File: src/rtl/bist_ora_misr_if.sv
// Handshake/response bundle between the BIST controller, the full-adder CUT and the ORA.
// master: controller/CUT side driving responses; slave: the ORA itself.
interface bist_ora_misr_if #(
    parameter int unsigned WIDTH = 3
);
    logic             start;
    logic             resp_valid;
    logic             cut_sum;
    logic             cut_cout;
    logic [WIDTH-1:0] signature;
    logic             busy;
    logic             done;
    logic             pass;
    logic             fail;
    logic             timeout;

    modport master (
        output start, resp_valid, cut_sum, cut_cout,
        input  signature, busy, done, pass, fail, timeout
    );

    modport slave (
        input  start, resp_valid, cut_sum, cut_cout,
        output signature, busy, done, pass, fail, timeout
    );
endinterface

File: src/rtl/bist_ora_misr.sv
// MISR-based output response analyser for the full-adder BIST chain.
// Optional watchdog enabled by defining BIST_ORA_TIMEOUT_EN.
module bist_ora_misr #(
    parameter int unsigned      WIDTH        = 3,
    parameter logic [WIDTH-1:0] POLY         = 3'b011,
    parameter logic [WIDTH-1:0] SEED         = 3'b000,
    parameter int unsigned      NUM_PATTERNS = 7,
    parameter logic [WIDTH-1:0] GOLDEN       = 3'b111,
    parameter int unsigned      TIMEOUT      = 15
) (
    input logic            clock,
    input logic            reset,
    bist_ora_misr_if.slave bus
);
    typedef enum logic [1:0] {IDLE, CAPTURE, COMPARE, DONE} state_t;

    state_t           state;
    logic [WIDTH-1:0] sig_q;
    logic [WIDTH-1:0] misr_in;
    logic [WIDTH-1:0] misr_next;
    logic [7:0]       count;
    logic             busy_q;
    logic             done_q;
    logic             pass_q;
    logic             fail_q;

`ifdef BIST_ORA_TIMEOUT_EN
    localparam int unsigned WD_W = $clog2(TIMEOUT + 1);
    logic [WD_W-1:0] wd_cnt;
    logic            timeout_q;
`endif

    // Galois MISR: stage 0 always takes the feedback bit, other stages per POLY.
    always_comb begin
        misr_in      = '0;
        misr_in[0]   = bus.cut_sum;
        misr_in[1]   = bus.cut_cout;
        misr_next    = '0;
        misr_next[0] = sig_q[WIDTH-1] ^ misr_in[0];
        for (int unsigned i = 1; i < WIDTH; i++) begin
            misr_next[i] = sig_q[i-1] ^ (POLY[i] & sig_q[WIDTH-1]) ^ misr_in[i];
        end
    end

    always_ff @(posedge clock) begin
        if (reset) begin
            state  <= IDLE;
            sig_q  <= SEED;
            count  <= '0;
            busy_q <= 1'b0;
            done_q <= 1'b0;
            pass_q <= 1'b0;
            fail_q <= 1'b0;
`ifdef BIST_ORA_TIMEOUT_EN
            wd_cnt    <= '0;
            timeout_q <= 1'b0;
`endif
        end else begin
            case (state)
                IDLE: begin
                    if (bus.start) begin
                        sig_q  <= SEED;
                        count  <= '0;
                        busy_q <= 1'b1;
                        state  <= CAPTURE;
`ifdef BIST_ORA_TIMEOUT_EN
                        wd_cnt <= '0;
`endif
                    end
                end
                CAPTURE: begin
                    if (bus.resp_valid) begin
                        sig_q <= misr_next;
                        count <= count + 8'd1;
`ifdef BIST_ORA_TIMEOUT_EN
                        wd_cnt <= '0;
`endif
                        if (count == 8'(NUM_PATTERNS - 1)) begin
                            state <= COMPARE;
                        end
                    end
`ifdef BIST_ORA_TIMEOUT_EN
                    else if (wd_cnt == WD_W'(TIMEOUT - 1)) begin
                        state     <= DONE;
                        busy_q    <= 1'b0;
                        done_q    <= 1'b1;
                        pass_q    <= 1'b0;
                        fail_q    <= 1'b1;
                        timeout_q <= 1'b1;
                    end else begin
                        wd_cnt <= wd_cnt + WD_W'(1);
                    end
`endif
                end
                COMPARE: begin
                    pass_q <= (sig_q == GOLDEN);
                    fail_q <= (sig_q != GOLDEN);
                    done_q <= 1'b1;
                    busy_q <= 1'b0;
                    state  <= DONE;
                end
                DONE: begin
                    if (bus.start) begin
                        done_q <= 1'b0;
                        pass_q <= 1'b0;
                        fail_q <= 1'b0;
                        sig_q  <= SEED;
                        count  <= '0;
                        busy_q <= 1'b1;
                        state  <= CAPTURE;
`ifdef BIST_ORA_TIMEOUT_EN
                        wd_cnt    <= '0;
                        timeout_q <= 1'b0;
`endif
                    end
                end
                default: state <= IDLE;
            endcase
        end
    end

    assign bus.signature = sig_q;
    assign bus.busy      = busy_q;
    assign bus.done      = done_q;
    assign bus.pass      = pass_q;
    assign bus.fail      = fail_q;
`ifdef BIST_ORA_TIMEOUT_EN
    assign bus.timeout   = timeout_q;
`else
    assign bus.timeout   = 1'b0;
`endif
endmodule
File: src/flat_wrapper.sv
// flat-port wrapper written by rule: the top's interface ports become plain ports
module bist_ora_misr_flat 
#(
    parameter int unsigned      WIDTH        = 3,
    parameter logic [WIDTH-1:0] POLY         = 3'b011,
    parameter logic [WIDTH-1:0] SEED         = 3'b000,
    parameter int unsigned      NUM_PATTERNS = 7,
    parameter logic [WIDTH-1:0] GOLDEN       = 3'b111,
    parameter int unsigned      TIMEOUT      = 15
)
  (clock, reset, bus_start, bus_resp_valid, bus_cut_sum, bus_cut_cout, bus_signature, bus_busy, bus_done, bus_pass, bus_fail, bus_timeout);
  bist_ora_misr_if #(.WIDTH(WIDTH)) bus_i ();
  input logic clock;
  input logic reset;
  input wire logic [$bits(bus_i.start)-1:0] bus_start;
  input wire logic [$bits(bus_i.resp_valid)-1:0] bus_resp_valid;
  input wire logic [$bits(bus_i.cut_sum)-1:0] bus_cut_sum;
  input wire logic [$bits(bus_i.cut_cout)-1:0] bus_cut_cout;
  output wire logic [$bits(bus_i.signature)-1:0] bus_signature;
  output wire logic [$bits(bus_i.busy)-1:0] bus_busy;
  output wire logic [$bits(bus_i.done)-1:0] bus_done;
  output wire logic [$bits(bus_i.pass)-1:0] bus_pass;
  output wire logic [$bits(bus_i.fail)-1:0] bus_fail;
  output wire logic [$bits(bus_i.timeout)-1:0] bus_timeout;
  assign bus_i.start = bus_start;
  assign bus_i.resp_valid = bus_resp_valid;
  assign bus_i.cut_sum = bus_cut_sum;
  assign bus_i.cut_cout = bus_cut_cout;
  assign bus_signature = bus_i.signature;
  assign bus_busy = bus_i.busy;
  assign bus_done = bus_i.done;
  assign bus_pass = bus_i.pass;
  assign bus_fail = bus_i.fail;
  assign bus_timeout = bus_i.timeout;
  bist_ora_misr #(.WIDTH(WIDTH), .POLY(POLY), .SEED(SEED), .NUM_PATTERNS(NUM_PATTERNS), .GOLDEN(GOLDEN), .TIMEOUT(TIMEOUT)) u_core (.clock(clock), .reset(reset), .bus(bus_i));
endmodule
File: config.mk
export PLATFORM = sky130hd
export DESIGN_NAME = bist_ora_misr_flat
export DESIGN_NICKNAME = d
export VERILOG_FILES = /design/src/rtl/bist_ora_misr_if.sv /design/src/rtl/bist_ora_misr.sv /design/src/flat_wrapper.sv
export SDC_FILE = /design/constraint.sdc
export NUM_CORES = 1
export LEC_CHECK = 0
export CAP_MARGIN = 10
export CORE_AREA = 2 2 52 54
export CTS_CLUSTER_DIAMETER = 40
export CTS_CLUSTER_SIZE = 20
export DETAILED_ROUTE_END_ITERATION = 12
export DIE_AREA = 0 0 54 56
export HOLD_SLACK_MARGIN = 0.02
export PLACE_DENSITY = 0.68
export SLEW_MARGIN = 20
export SYNTH_ARGS = -nofsm -noshare
export SYNTH_HDL_FRONTEND = slang
export SYNTH_SLANG_ARGS = --single-unit
File: constraint.sdc
create_clock -name clock -period 1.77 [get_ports clock]
set_clock_uncertainty 0.15 [all_clocks]
set_input_delay 0.354 -clock clock [delete_from_list [all_inputs] [get_ports clock]]
set_output_delay 0.354 -clock clock [all_outputs]
set_load 0.02 [all_outputs]
# After elaboration in Yosys (flattened, before gate mapping)
# Cells that the tools add are included.
# Widths: inputs -> output; s select.
[word_totals]
word_cells = 46
input_bits = 6
regBits = 17
[op_classes]
bitwise_logic = 3
add_sub_neg = 1
n_mux = 16
eq_ne = 10
n_reduce_logical = 9
[ops]
columns = ["op", "count"]
rows = [
  ["$mux 8", 2],
  ["$pmux 8 s2", 1],
  ["$add 8x1->8 const B", 1],
  ["$eq 8x3->1 const B", 1],
  ["$pmux 1 s2", 4],
  ["$mux 2", 3],
  ["$mux 3", 2],
  ["$pmux 2 s3", 1],
  ["$pmux 3 s2", 1],
  ["$reduce_and 3->1", 2],
  ["$reduce_bool 2->1", 3],
  ["$eq 2x2->1 const B", 2],
  ["$ne 2x1->1 const B", 2],
  ["$ne 2x2->1 const B", 2],
  ["$reduce_and 2->1", 2],
  ["$eq 3x3->1 const B", 1],
  ["$ne 3x3->1 const B", 1],
  ["$xor 1x1->1", 3],
  ["$eq 2x1->1 const B", 1],
  ["$logic_not 2->1", 1],
  ["$mux 1", 2],
  ["$reduce_or 2->1", 1],
]

# Logic depth before layout (Yosys ltp)
[logic_depth]
ltp_word = 4
depth_mapped = 7
ltp_nobuf = 6

# Worst setup path after synthesis
# No wires, ideal clock.
[synth_path]
kind = "register -> register"
start = "register u_core.state[0]"
end = "register u_core.sig_q[2], in the netlist u_core.bus.signature[2]"
t_arrival_ns = 1.550
slack_ns = -0.057
path_stages_with_launch = 8
path_cell_list = "dfxtp_1 > inv_1 > ha_1 > buf_4 > nor2b_1 > nor3_4 > mux2i_1 > nor2_1"
[synth_via]
elab_chain_cells = 4
word_cells_on_any_way = 9
cone_classes = "eq/ne: 4; mux: 1; reduce/logical: 4"
[synth_lines]
columns = ["element", "line_no", "source"]
rows = [
  ["from (decl)", "bist_ora_misr.sv:17", "state_t state;"],
  ["from (signal assigned)", "bist_ora_misr.sv:47", "state <= IDLE;"],
  ["from (signal assigned)", "bist_ora_misr.sv:65", "state <= CAPTURE;"],
  ["from (signal assigned)", "bist_ora_misr.sv:79", "state <= COMPARE;"],
  ["$eq 2x2->1 / $logic_not 2->1 (equally long branches)", "bist_ora_misr.sv:59", "case (state)"],
  ["$reduce_or 2->1 (no source line)", "--", ""],
  ["$ne 2x1->1 (no source line) / $reduce_bool 2->1 (equally long branches)", "--", ""],
  ["$reduce_and 3->1 (no source line)", "--", ""],
  ["to (signal assigned)", "bist_ora_misr.sv:73", "sig_q <= misr_next;"],
  ["to (decl)", "bist_ora_misr.sv:18", "logic [WIDTH-1:0] sig_q;"],
]
# Parallel ways exist; a longest one is shown, timed or not.
# A chain may end at the register's enable or synchronous reset.

# Worst setup path in the final report
[layout_path]
start = "register u_core.state[0]"
end = "register u_core.count[6]"
[layout_via]
elab_chain_cells = 4
word_cells_on_any_way = 9
cone_classes = "eq/ne: 4; mux: 1; reduce/logical: 4"
[layout_lines]
columns = ["element", "line_no", "source"]
rows = [
  ["$eq 2x2->1 / $logic_not 2->1 (equally long branches)", "bist_ora_misr.sv:59", ""],
  ["$reduce_or 2->1 (no source line)", "--", ""],
  ["$ne 2x1->1 (no source line) / $reduce_bool 2->1 (equally long branches)", "--", ""],
  ["$reduce_and 3->1 (no source line)", "--", ""],
  ["to (signal assigned)", "bist_ora_misr.sv:74", "count <= count + 8'd1;"],
  ["to (decl)", "bist_ora_misr.sv:21", "logic [7:0] count;"],
]
# Parallel ways exist; a longest one is shown, timed or not.

==> summary.md <==
| Metric | Value |
|---|---|
| Status | finished, violations left |
| Failing checks | setup timing |
| Worst setup margin | -25.9 ps |
| Longest Clk Path Bufs | 2 |
| TritonRoute pass-1 iters | 4 |
| Layout Nets | 146 |
| Setup violators final | 3 |
| Root Buffer | clkbuf_4 |
| Hold WC Path Type | reg2reg |
| Initial core utilization | 38.3% |
| Area Growth Syn to Fin | 35.1% |
| Ports | 14 |
| Post-Place Cells | 157 |
| Final ANT Viol Nets | 0 |
| # DRC | 0 |
| Power per cell area | 1280 mW/mm^2 |
| Routability congestion estimate | 0.804 |
| Vias in the first global route | 781 |
| Top_reg_cell synth | dfxtp_1 |
| Fin. Hold Viols | 0 |
| Fillers | 231 |
| Routed wire per std cell | 12.3 um |
| Warnings, synthesis | 0 |
| Pwr Total | 1600 uW |
| Crit. End Element | flip-flop |
| Worst path arrival time | 1880 ps |
| R2R cell count | 6 |
| Die height | 56 um |
| Total of max-cap violations | 0 |
| Synthesized area per cell | 8.95 sq um |
| Unrepaired setup endpoints after global routing | true |
| HPWL Detailed | 1.49 mm |
| RR Startpoint | u_core.state[0] |
| Synthesis-stage register bit count | 17 |
| Post-synthesis cell count | 104 |
| Setup CP Type | reg2reg |
| CP Launch Type | flip-flop |
| Min Hold Slack | 322 ps |
| Gr ovfl total | 0 |
| # rows | 18 |
| R2r setup slk | -30 ps |
| Number of diodes | 0 |
| Commonest non-fill, non-tap cells in the layout | buf_4 (17), nor2_1 (16), dfxtp_1 (15) |
| Async S/R FF share, synth | 0% |
| Clk slew on worst S/H paths | 110 ps |
| EDFF count, synth | 0 |
| Cts bufs inserted | 3 |
| Most common cell after layout, fill and taps aside | buf_4 |
| I/O Buffers | 12 |
| Fmax | 0.557 GHz |
| Die width | 54 um |
| Layout cells sized above 1 | 23.9% |
| Clk Latency, worst-skew pair | 300 ps |
| Antenna violations before repair | 0 |
| CP max FO | 7 |
| Critical hold path startpoint | u_core.bus.pass |
| WP data required | 1850 ps |
| Mapped cell area | 931 sq um |
| Cts hold-fix bufs | 0 |
| Hold path endpoint | u_core.bus.pass |
| Detailed Route WL | 2.03 mm |
| Die Area | 0.00302 sq mm |
| Core Region | 0.00243 sq mm |
| Unique cell type count in the Yosys netlist | 35 |
| CTS tree | built |
| Initial drt markers | 18 |
| R2r endpoint | u_core.count[6] |
| Finished Layout Cells | 164 |
| Hold depth | 2 |
| Period minus WS final | 1800 ps |
| Peak VDD IR | 0.676 mV |
| Largest net degree at the start of global routing | 15 |
| Net count after synthesis | 115 |
| Tcrit/Tclk final | 101% |
| Max Slew Vio Count | 0 |
| H-tree depth | 1 |
| Clk sinks | 17 |
| Global-route wire length before repair | 3.18 mm |
| Pleak | 0.000565 uW |
| Vias | 838 |
| Vias/cell | 5.11 |
| Register area share after synthesis | 36.6% |
| Gr usage total | 13.9% |
-- cell type report --
class	instances	area (sq um)	area share, %
tap	30	37.5	2.99
timing repair buffer	29	250	19.9
inverter	4	15.0	1.19
sequential	17	343	27.3
clock buffer	3	22.5	1.79
clock inverter	1	5.00	0.398
multi-input combinational	80	584	46.5
-- what timing repair did --
item                       CTS  global route
resized for setup            6             4
setup buffers                1             2
pin swaps                    2             5
setup endpoints to repair   13            12
-- worst max path at each step --
stage / start / end / cells past startpoint
2_1_floorplan: u_core.state[0] / u_core.bus.signature[2] / 7
3_3_place_gp: bus_start / u_core.count[6] / 5
3_5_place_dp: bus_start / u_core.count[6] / 5
4_1_cts: u_core.state[0] / u_core.count[5] / 6
5_1_grt: u_core.state[0] / u_core.count[6] / 6
6_report: u_core.state[0] / u_core.count[6] / 6
-- through the flow --
stage	utilization, %	worst slack [ps]	setup TNS [ps]	instance area, sq um
floorplan	-	10.2	0	947
global placement	49.0	-204	-1190	1190
detailed placement	49.0	-250	-1450	1190
CTS	50.4	-16.8	-30.5	1220
global route	51.7	-146	-443	1260
finish	51.7	-25.9	-69.2	1260
-- worst max-delay path: stages, from the launching register on --
cell	delay [ps]
dfxtp_2	370
inv_2	50
ha_4	300
o211a_1	170
nand4_1	190
or3_1	390
a21oi_1	110
-- cell usage after synthesis, types with 2 or more instances --
master   number  area [sq um]
nand4_1       4          25.0
mux2i_1       5          50.1
o21ai_0       4          20.0
dfxtp_1      17           340
ha_1          5          62.6
inv_1         4          15.0
nor4_1        2          12.5
nor2b_1       3          18.8
nand2_1       7          26.3
or3_1         3          18.8
nand3_1       2          10.0
buf_4         2          15.0
a21oi_1       7          35.0
xnor2_1       3          26.3
nor2_1       16          60.1
-- power breakdown --
part | total, uW | switching (uW) | internal, uW
combinational | 889 | 429 | 460
clock | 214 | 130 | 84.1
sequential | 502 | 50.8 | 451
-- sequential cells by signal, summed over array words and instances (netlist names) --
name                  count
u_core.count              8
u_core.bus.signature      3
u_core.state              2
u_core.bus.busy           1
u_core.bus.done           1
u_core.bus.fail           1
u_core.bus.pass           1
-- kinds of logic (layout without fill, tap and decap cells) --
kind of cell	count (synthesis)	after routing	synth area share [%]
AO/OA/AOI/OAI	17	17	12.2
XOR/XNOR	5	5	6.18
adder cells (fa/ha/maj)	5	5	6.72
buffers and inverters	7	37	3.63
flip-flops	17	17	36.6
multiplexers	5	5	5.38
other	1	1	0.403
AND/OR/NAND/NOR	47	47	28.9
-- layer usage --
layer | routed length [um] | global-route usage, % | up-vias
met2 | 973 | 23.2 | 12
met4 | 34 | 6.43 | 0
met5 | 0 | 0 | -
met3 | 47 | 1.61 | 4
li1 | - | - | 424
met1 | 970 | 17.2 | 398
(Power assumes the default switching activity.)
